`config.mk`:
```
export PLATFORM = sky130hd
export DESIGN_NAME = rr_arbiter_exp8
export DESIGN_NICKNAME = d
export VERILOG_FILES = /design/src/rtl/rr_arbiter_exp8.sv
export SDC_FILE = /design/constraint.sdc
export NUM_CORES = 1
export LEC_CHECK = 0
export BUFFER_PORTS_ARGS = -buffer_cell sky130_fd_sc_hd__buf_2
export CORE_ASPECT_RATIO = 0.7
export CORE_UTILIZATION = 24
export DETAILED_ROUTE_END_ITERATION = 6
export MAX_ROUTING_LAYER = met4
export PLACE_DENSITY = 0.44
export SYNTH_ARGS = -nofsm -noshare
export SYNTH_HDL_FRONTEND = slang
export SYNTH_SLANG_ARGS = --single-unit
```
`constraint.sdc`:
```
create_clock -name clockpulse -period 2 [get_ports clockpulse]
set_input_delay 0.4 -clock clockpulse [delete_from_list [all_inputs] [get_ports clockpulse]]
set_output_delay 0.4 -clock clockpulse [all_outputs]
set_load 0.02 [all_outputs]
```
`src/rtl/rr_arbiter_exp8.sv`:
```
// rr_arbiter_exp8
// Round-robin arbiter that shares one resource among four requesters.
// Priority rotates through a 2-bit pointer. A holder keeps the grant until it
// drops its request or has held for HOLD_MAX cycles. When the grant is released
// it is handed straight to the next requester, so there is no idle gap.
//
// Parameters:
//   HOLD_MAX     maximum consecutive cycles a requester may hold the grant (1..15)
//
// Ports:
//   clockpulse   input   1   sole clock, rising-edge active
//   clear        input   1   synchronous active-high reset
//   request      input   4   level-sensitive request, bit n = requester n
//   grant_out    output  4   one-hot grant, 0000 when nothing is granted
//   grant_index  output  2   binary index of the granted requester, 0 when idle
//   grant_valid  output  1   high while a grant is active
//   expired      output  1   one-cycle pulse following a timeout-forced release
//
// All outputs come straight from flops.

module rr_arbiter_exp8 #(
    parameter int unsigned HOLD_MAX = 4
) (
    input  logic       clockpulse,
    input  logic       clear,
    input  logic [3:0] request,
    output logic [3:0] grant_out,
    output logic [1:0] grant_index,
    output logic       grant_valid,
    output logic       expired
);

    typedef enum logic {
        IDLE  = 1'b0,
        GRANT = 1'b1
    } state_t;

    localparam logic [3:0] HOLD_LIMIT = 4'(HOLD_MAX);

    state_t     state_q, state_d;
    logic [1:0] ptr_q, ptr_d;
    logic [1:0] idx_q, idx_d;
    logic [3:0] hcnt_q, hcnt_d;
    logic       timeout_d;

    logic [3:0] grant_out_q, grant_out_d;
    logic       grant_valid_q, grant_valid_d;
    logic       expired_q, expired_d;

    // Returns the first set request bit, searching upward from 'start' and
    // wrapping modulo 4. The result is only used when at least one bit is set.
    function automatic logic [1:0] pick(input logic [1:0] start, input logic [3:0] req);
        logic [1:0] cand;
        logic [1:0] sel;
        logic       found;
        sel   = start;
        found = 1'b0;
        for (int i = 0; i < 4; i++) begin
            cand = start + 2'(i);
            if (!found && req[cand]) begin
                found = 1'b1;
                sel   = cand;
            end
        end
        return sel;
    endfunction

    // State register. clear takes priority over every other input. It puts the
    // pointer back to 0 and does not produce a release pulse.
    always_ff @(posedge clockpulse) begin
        if (clear) begin
            state_q       <= IDLE;
            ptr_q         <= 2'd0;
            idx_q         <= 2'd0;
            hcnt_q        <= 4'd0;
            grant_out_q   <= 4'b0000;
            grant_valid_q <= 1'b0;
            expired_q     <= 1'b0;
        end else begin
            state_q       <= state_d;
            ptr_q         <= ptr_d;
            idx_q         <= idx_d;
            hcnt_q        <= hcnt_d;
            grant_out_q   <= grant_out_d;
            grant_valid_q <= grant_valid_d;
            expired_q     <= expired_d;
        end
    end

    // Next-state logic. On a release, the pointer moves past the released
    // requester, and the new pointer is used at the same edge to pick the next
    // holder. A timeout where only the current holder is still requesting
    // therefore re-grants that same requester with a fresh count.
    always_comb begin
        state_d   = state_q;
        ptr_d     = ptr_q;
        idx_d     = idx_q;
        hcnt_d    = hcnt_q;
        timeout_d = 1'b0;
        case (state_q)
            IDLE: begin
                if (|request) begin
                    state_d = GRANT;
                    idx_d   = pick(ptr_q, request);
                    hcnt_d  = 4'd1;
                end
            end
            GRANT: begin
                if (!request[idx_q] || (hcnt_q == HOLD_LIMIT)) begin
                    // A voluntary drop outranks a timeout, so the release only
                    // counts as expired if the holder still wanted the grant.
                    timeout_d = request[idx_q];
                    ptr_d     = idx_q + 2'd1;
                    if (|request) begin
                        idx_d  = pick(idx_q + 2'd1, request);
                        hcnt_d = 4'd1;
                    end else begin
                        state_d = IDLE;
                        idx_d   = 2'd0;
                        hcnt_d  = 4'd0;
                    end
                end else begin
                    hcnt_d = hcnt_q + 4'd1;
                end
            end
            default: begin
                state_d = IDLE;
            end
        endcase
    end

    // Output logic. The outputs are computed from the next state so that the
    // registered outputs line up with the state they describe.
    always_comb begin
        grant_valid_d = (state_d == GRANT);
        grant_out_d   = (state_d == GRANT) ? (4'b0001 << idx_d) : 4'b0000;
        expired_d     = timeout_d;
    end

    assign grant_out   = grant_out_q;
    assign grant_index = idx_q;
    assign grant_valid = grant_valid_q;
    assign expired     = expired_q;

endmodule

```
Word level (Yosys, flattened, before mapping)
Cells that the tools add are included.

cells by class
  equality and inequality tests = 2
  divide/modulo/power cells = 0
  magnitude comparators = 9
  shift operators = 1
  bitwise operators = 3
  reductions and logical operators = 18
  multiplexer cells = 56
  $add $sub $neg = 8
  multipliers = 0

operators with widths
  kind                                                         count
  2-to-1 mux 1 bit                                             33
  less-than comparator 2 x 3 -> 1 bit (second input constant)  9
  binary-select mux 1 bit (select 2 bit)                       9
  2-to-1 mux 2 bit                                             9
  adder 2 bit (second input constant)                          4
  2-to-1 mux 4 bit                                             2
  case mux 4 bit (2 select lines)                              1
  zero test 1 bit                                              7
  adder 2 x 1 -> 2 bit (second input constant)                 3
  logical AND 1 bit                                            6
  adder 4 x 1 -> 4 bit (second input constant)                 1
  == test 4 x 3 -> 1 bit (second input constant)               1
  case mux 2 bit (2 select lines)                              1
  OR reduction 4 bit                                           1
  << shifter 1 x 2 -> 4 bit (first input constant)             1
  inverter 1 bit                                               3
  OR reduction 3 bit                                           1
  != test 2 bit (second input constant)                        1
  case mux 1 bit (2 select lines)                              1
  AND reduction 2 bit                                          1
  OR reduction 2 bit                                           1
  logical OR 1 bit                                             1

storage, ports and cells
  output and inout bits = 8
  register bits after elaboration = 14
  bits in writable memories = 0
  word-level logic and storage cells = 103
  memories kept = 0
  bits in read-only memories = 0
  latch bits = 0

Depth between registers and ports, before layout
  depth in word-level cells = 26
  mapped depth = 8
  mapped depth without buffers = 8

Worst setup path before layout
No wires, ideal clock.

  kind = register -> register
  start point = reg idx_q[1], in the netlist grant_index[1]
  end point = reg grant_out_q[1], in the netlist grant_out[1]
  required time = 1.884 ns
  setup time = 0.116 ns
  period minus slack after synthesis = 2.188 ns
  stages on the path, launching flop included = 8
  path slack = -0.188 ns
  buffers on the path = 1
  data arrival time = 2.072 ns
  path through = dfxtp_1 -> buf_6 -> mux4_2 -> a2bb2oi_2 -> o221ai_2 -> o2111a_2 -> nor3_4 -> and3b_1

on the way
  cells in the longest elaborated chain, start to end = 26
  elaborated cells on any way between the ends = 46

RTL lines
  what                                    RTL line  RTL
  start: declaration                      42        logic [1:0] idx_q, idx_d;
  start signal: assignment                82        idx_q <= idx_d;
  adder 2 x 1 -> 2 bit                    115       idx_d = pick(idx_q + 2'd1, request);
  binary-select mux 1 bit (select 2 bit)  60        if (!found && req[cand]) begin
  2-to-1 mux 1 bit (not written as such)  60
  2-to-1 mux 1 bit                        60
  2-to-1 mux 1 bit                        114       if (|request) begin
  2-to-1 mux 1 bit                        109       if (!request[idx_q] || (hcnt_q == HOLD_LIMIT)) begin
  2-to-1 mux 1 bit                        100       case (state_q)
  zero test 1 bit                         60
  [... 10 more ...]                       -
  2-to-1 mux 1 bit                        100
  zero test 1 bit                         60
  logical AND 1 bit                       60
  2-to-1 mux 2 bit                        60
  2-to-1 mux 2 bit                        114
  2-to-1 mux 2 bit                        109
  case mux 2 bit (2 select lines)         100
  << shifter 1 x 2 -> 4 bit               136       grant_out_d = (state_d == GRANT) ? (4'b0001 << idx_d) : 4'b0000;
  end signal: assignment                  84        grant_out_q <= grant_out_d;
  end: declaration                        46        logic [3:0] grant_out_q, grant_out_d;

Several ways; a longest one is shown, not always the timed one. The select of a mux whose other input is x is not followed.
A chain may end at the register's enable or synchronous reset.

Worst setup path in the final report
Same ends and word-level chain as after synthesis.

==> flow_summary.toml <==
[drt]
ant_nets = 0
wl_mm = 2.41
avgRoutedWirePerCell_um = 12.6
drtIter0Drc = 54
route.detailed.drc = 0
dr.pass1.iters = 4
avgViaCountPerCell = 4.72
vias = 901

[global_route]
grt_max_degree = 13
grt_remaining_overflow = 0
grt_use_met1 = 0.173
antenna_found_initial = 0
grt_use_met3 = 0.0433
grt.busiest_layer = "met2"
met2_usage = 0.188
grt_pass1_wl_mm = 3.92
grt_usage = 0.127
first_global_vias = 824

[synthesis]
syn_area_per_cell_um2 = 8.45
ys.flop_type = "dfxtp_1"
yosysMostFrequentCell = "nor2_1"
yosysWarnings = 0
post-synth-top-area-fraction = 0.299
synth_edf_count = 0
synth_top_cell_by_area = "dfxtp_1"
synthCells = 111
synthTopCellsByArea = "dfxtp_1 (30%), nor2_1 (6.8%), a21oi_1 (6.4%)"
ys_seq_area_frac = 0.299
async_reset_ff_frac = 0
synth-seq-cells = 14
synthesis.nets = 119
syn_area_um2 = 938
synthDistinctLibCells = 44
synthTopCellsByCount = "nor2_1 (17), dfxtp_1 (14), a21oi_1 (12)"

[placement]
hpwl_mm = 1.87
place.gp.congestion = 0.771
numPortBuffers = 13
postPlaceCellArea_um2 = 1170

[clocking]
tritoncts = "built"
holdBufCountCts = 0
clk_path_buf_depth = 2
clk_pin_slew_ns = 0.06
htreeDepth = 1
clkSinkCount = 14
cts-buffers-inserted = 3
root_buffer = "clkbuf_8"
insertion_delay_ns = 0.24

[critical_path]
endpoint_kind = "flip-flop"
start_kind = "flip-flop"
path_buf_inv = 0
arrival_ns = 2.11
required_ns = 2.14
critPathMaxStageDelay_ns = 0.52
reg2reg_from = "grant_index[1]"
r2r_cells = 6
worstPathMaxFanout = 5
rr_endpoint = "grant_out[1]"
cpMaxStageDelayCell = "mux4_2"
crit_chain = "mux4_2 -> a2bb2oi_2 -> o221ai_2 -> o2111a_2 -> nor3_4 -> and3b_1"
crit_family = "compound AO/OA/AOI/OAI gates"
path_class = "flip-flop to flip-flop"
r2r_slack_ns = 0.03

[floorplan]
start_util = 0.259
coreArea_um2 = 3630
die_height_um = 54.3
rows = 18
die_x_um = 76.7
die_area_um2 = 4170
io_pins = 14

[final_layout]
nets = 150
fill_cells = 384
final_util = 0.340
drive_above_1_share = 0.369
final_area_um2 = 1230
regArea_um2 = 287
antennaDiodeCount = 0
syn_to_final_growth_pct = 31.5
multi_input_comb_area_um2 = 584

[hold_path]
hold_depth = 2
hold_start = "clear"
hp-class = "primary input to flip-flop"
worstHoldEndpoint = "hcnt_q[0]"

[timing]
hold_viol_final = 0
final.period_utilization = 0.985
skew_ns = 0.00202
maxSlewViolCount = 0
fmax_mhz = 508
setup_viol = 0
fin_tns_setup_ns = 0
grt_setup_unrepaired = "yes"
timing.hold.ws_ns = 0.499
slew_headroom = 0.765
period_minus_slack_ns = 1.97
worst_pin_slew_ns = 0.350

[power]
p_total_mw = 0.897
p_leak_nw = 0.517
peakVddDrop_v = 0.000326
power_density_nw_per_um2 = 727

[run_status]
status = "completed"

[run]
maxCapViolCount = 0
worst max path at each step:
stage / endpoint / startpoint / cells past startpoint / slack, ns
after CTS: grant_out[1] / grant_index[1] / 6 / 0.03
after floorplan: grant_out[1] / grant_index[1] / 7 / -0.01
final: grant_out[1] / grant_index[1] / 6 / 0.03
after global placement: grant_out[1] / request[2] / 7 / -0.10
after detailed placement: grant_out[1] / request[1] / 7 / -0.09
after global routing: grant_out[2] / grant_index[1] / 6 / -0.05
layout by cell type (no fill, tap or decap), types with 2 or more instances in the layout:
cell type  instances
dfxtp_2            2
inv_1              6
a21oi_1           12
nand2_1            6
clkbuf_8           4
nor2_1            17
nor2b_1            4
o22ai_1            2
dfxtp_1           11
or3_1              2
nor3b_1            4
buf_2             13
a31oi_1            2
o21ai_0            4
nand3b_1           2
ha_1               2
buf_4             21
and3_1             2
sequential cells by signal, summed over array words and instances (netlist names):
name	cells
hcnt_q	4
expired	1
grant_index	2
grant_out	4
grant_valid	1
ptr_q	2
worst register-to-register path, cell delays in order, from the launching register on:
cell,delay (ns)
dfxtp_4,0.35
mux4_2,0.52
a2bb2oi_2,0.16
o221ai_2,0.14
o2111a_2,0.30
nor3_4,0.19
and3b_1,0.21
cells by family (layout without fill, tap and decap cells):
kind of cell | after synthesis | after routing | synth area share
multiplexers | 2 | 2 | 0.0360
buffers and inverters | 14 | 44 | 0.0787
flip-flops | 14 | 14 | 0.299
XOR/XNOR | 1 | 1 | 0.00934
adder cells (fa/ha/maj) | 2 | 2 | 0.0267
AND/OR/NAND/NOR | 48 | 48 | 0.328
AO/OA/AOI/OAI | 30 | 30 | 0.223
layer usage:
layer / vias up / wire (um) / share of wire
met1: 414 / 1350 / 0.56
met2: 24 / 903 / 0.37
li1: 461 / - / -
met5: - / 0 / 0
met4: 0 / 4 / 0.0017
met3: 2 / 155 / 0.064
repair_timing:
item	CTS	global route
endpoints found under the hold margin	0	0
setup buffers	0	1
gates resized for setup	0	2
endpoints found under the setup margin	0	5
power by group:
part           switching, mW  total (mW)  internal [mW]
Sequential            0.0164       0.322          0.305
Clock                 0.0984       0.273          0.174
Combinational          0.163       0.303          0.140
Total                  0.278       0.897          0.619
metrics by stage:
| stage | std cells | worst slack [ns] |
|---|---|---|
| 6_report | 191 | 0.0298 |
| 2_1_floorplan | 111 | -0.0144 |
| 5_1_grt | 191 | -0.0464 |
| 3_5_place_dp | 186 | -0.0917 |
| 3_3_place_gp | 186 | -0.103 |
| 4_1_cts | 190 | 0.0311 |
layout make-up:
| type | count | area share |
|---|---|---|
| Sequential cell | 14 | 0.232 |
| Inverter | 6 | 0.0183 |
| Clock buffer | 4 | 0.0446 |
| Timing Repair Buffer | 34 | 0.181 |
| Tap cell | 50 | 0.0507 |
| Multi-Input combinational cell | 83 | 0.474 |
Note: power is estimated with default switching activity, not from simulation.
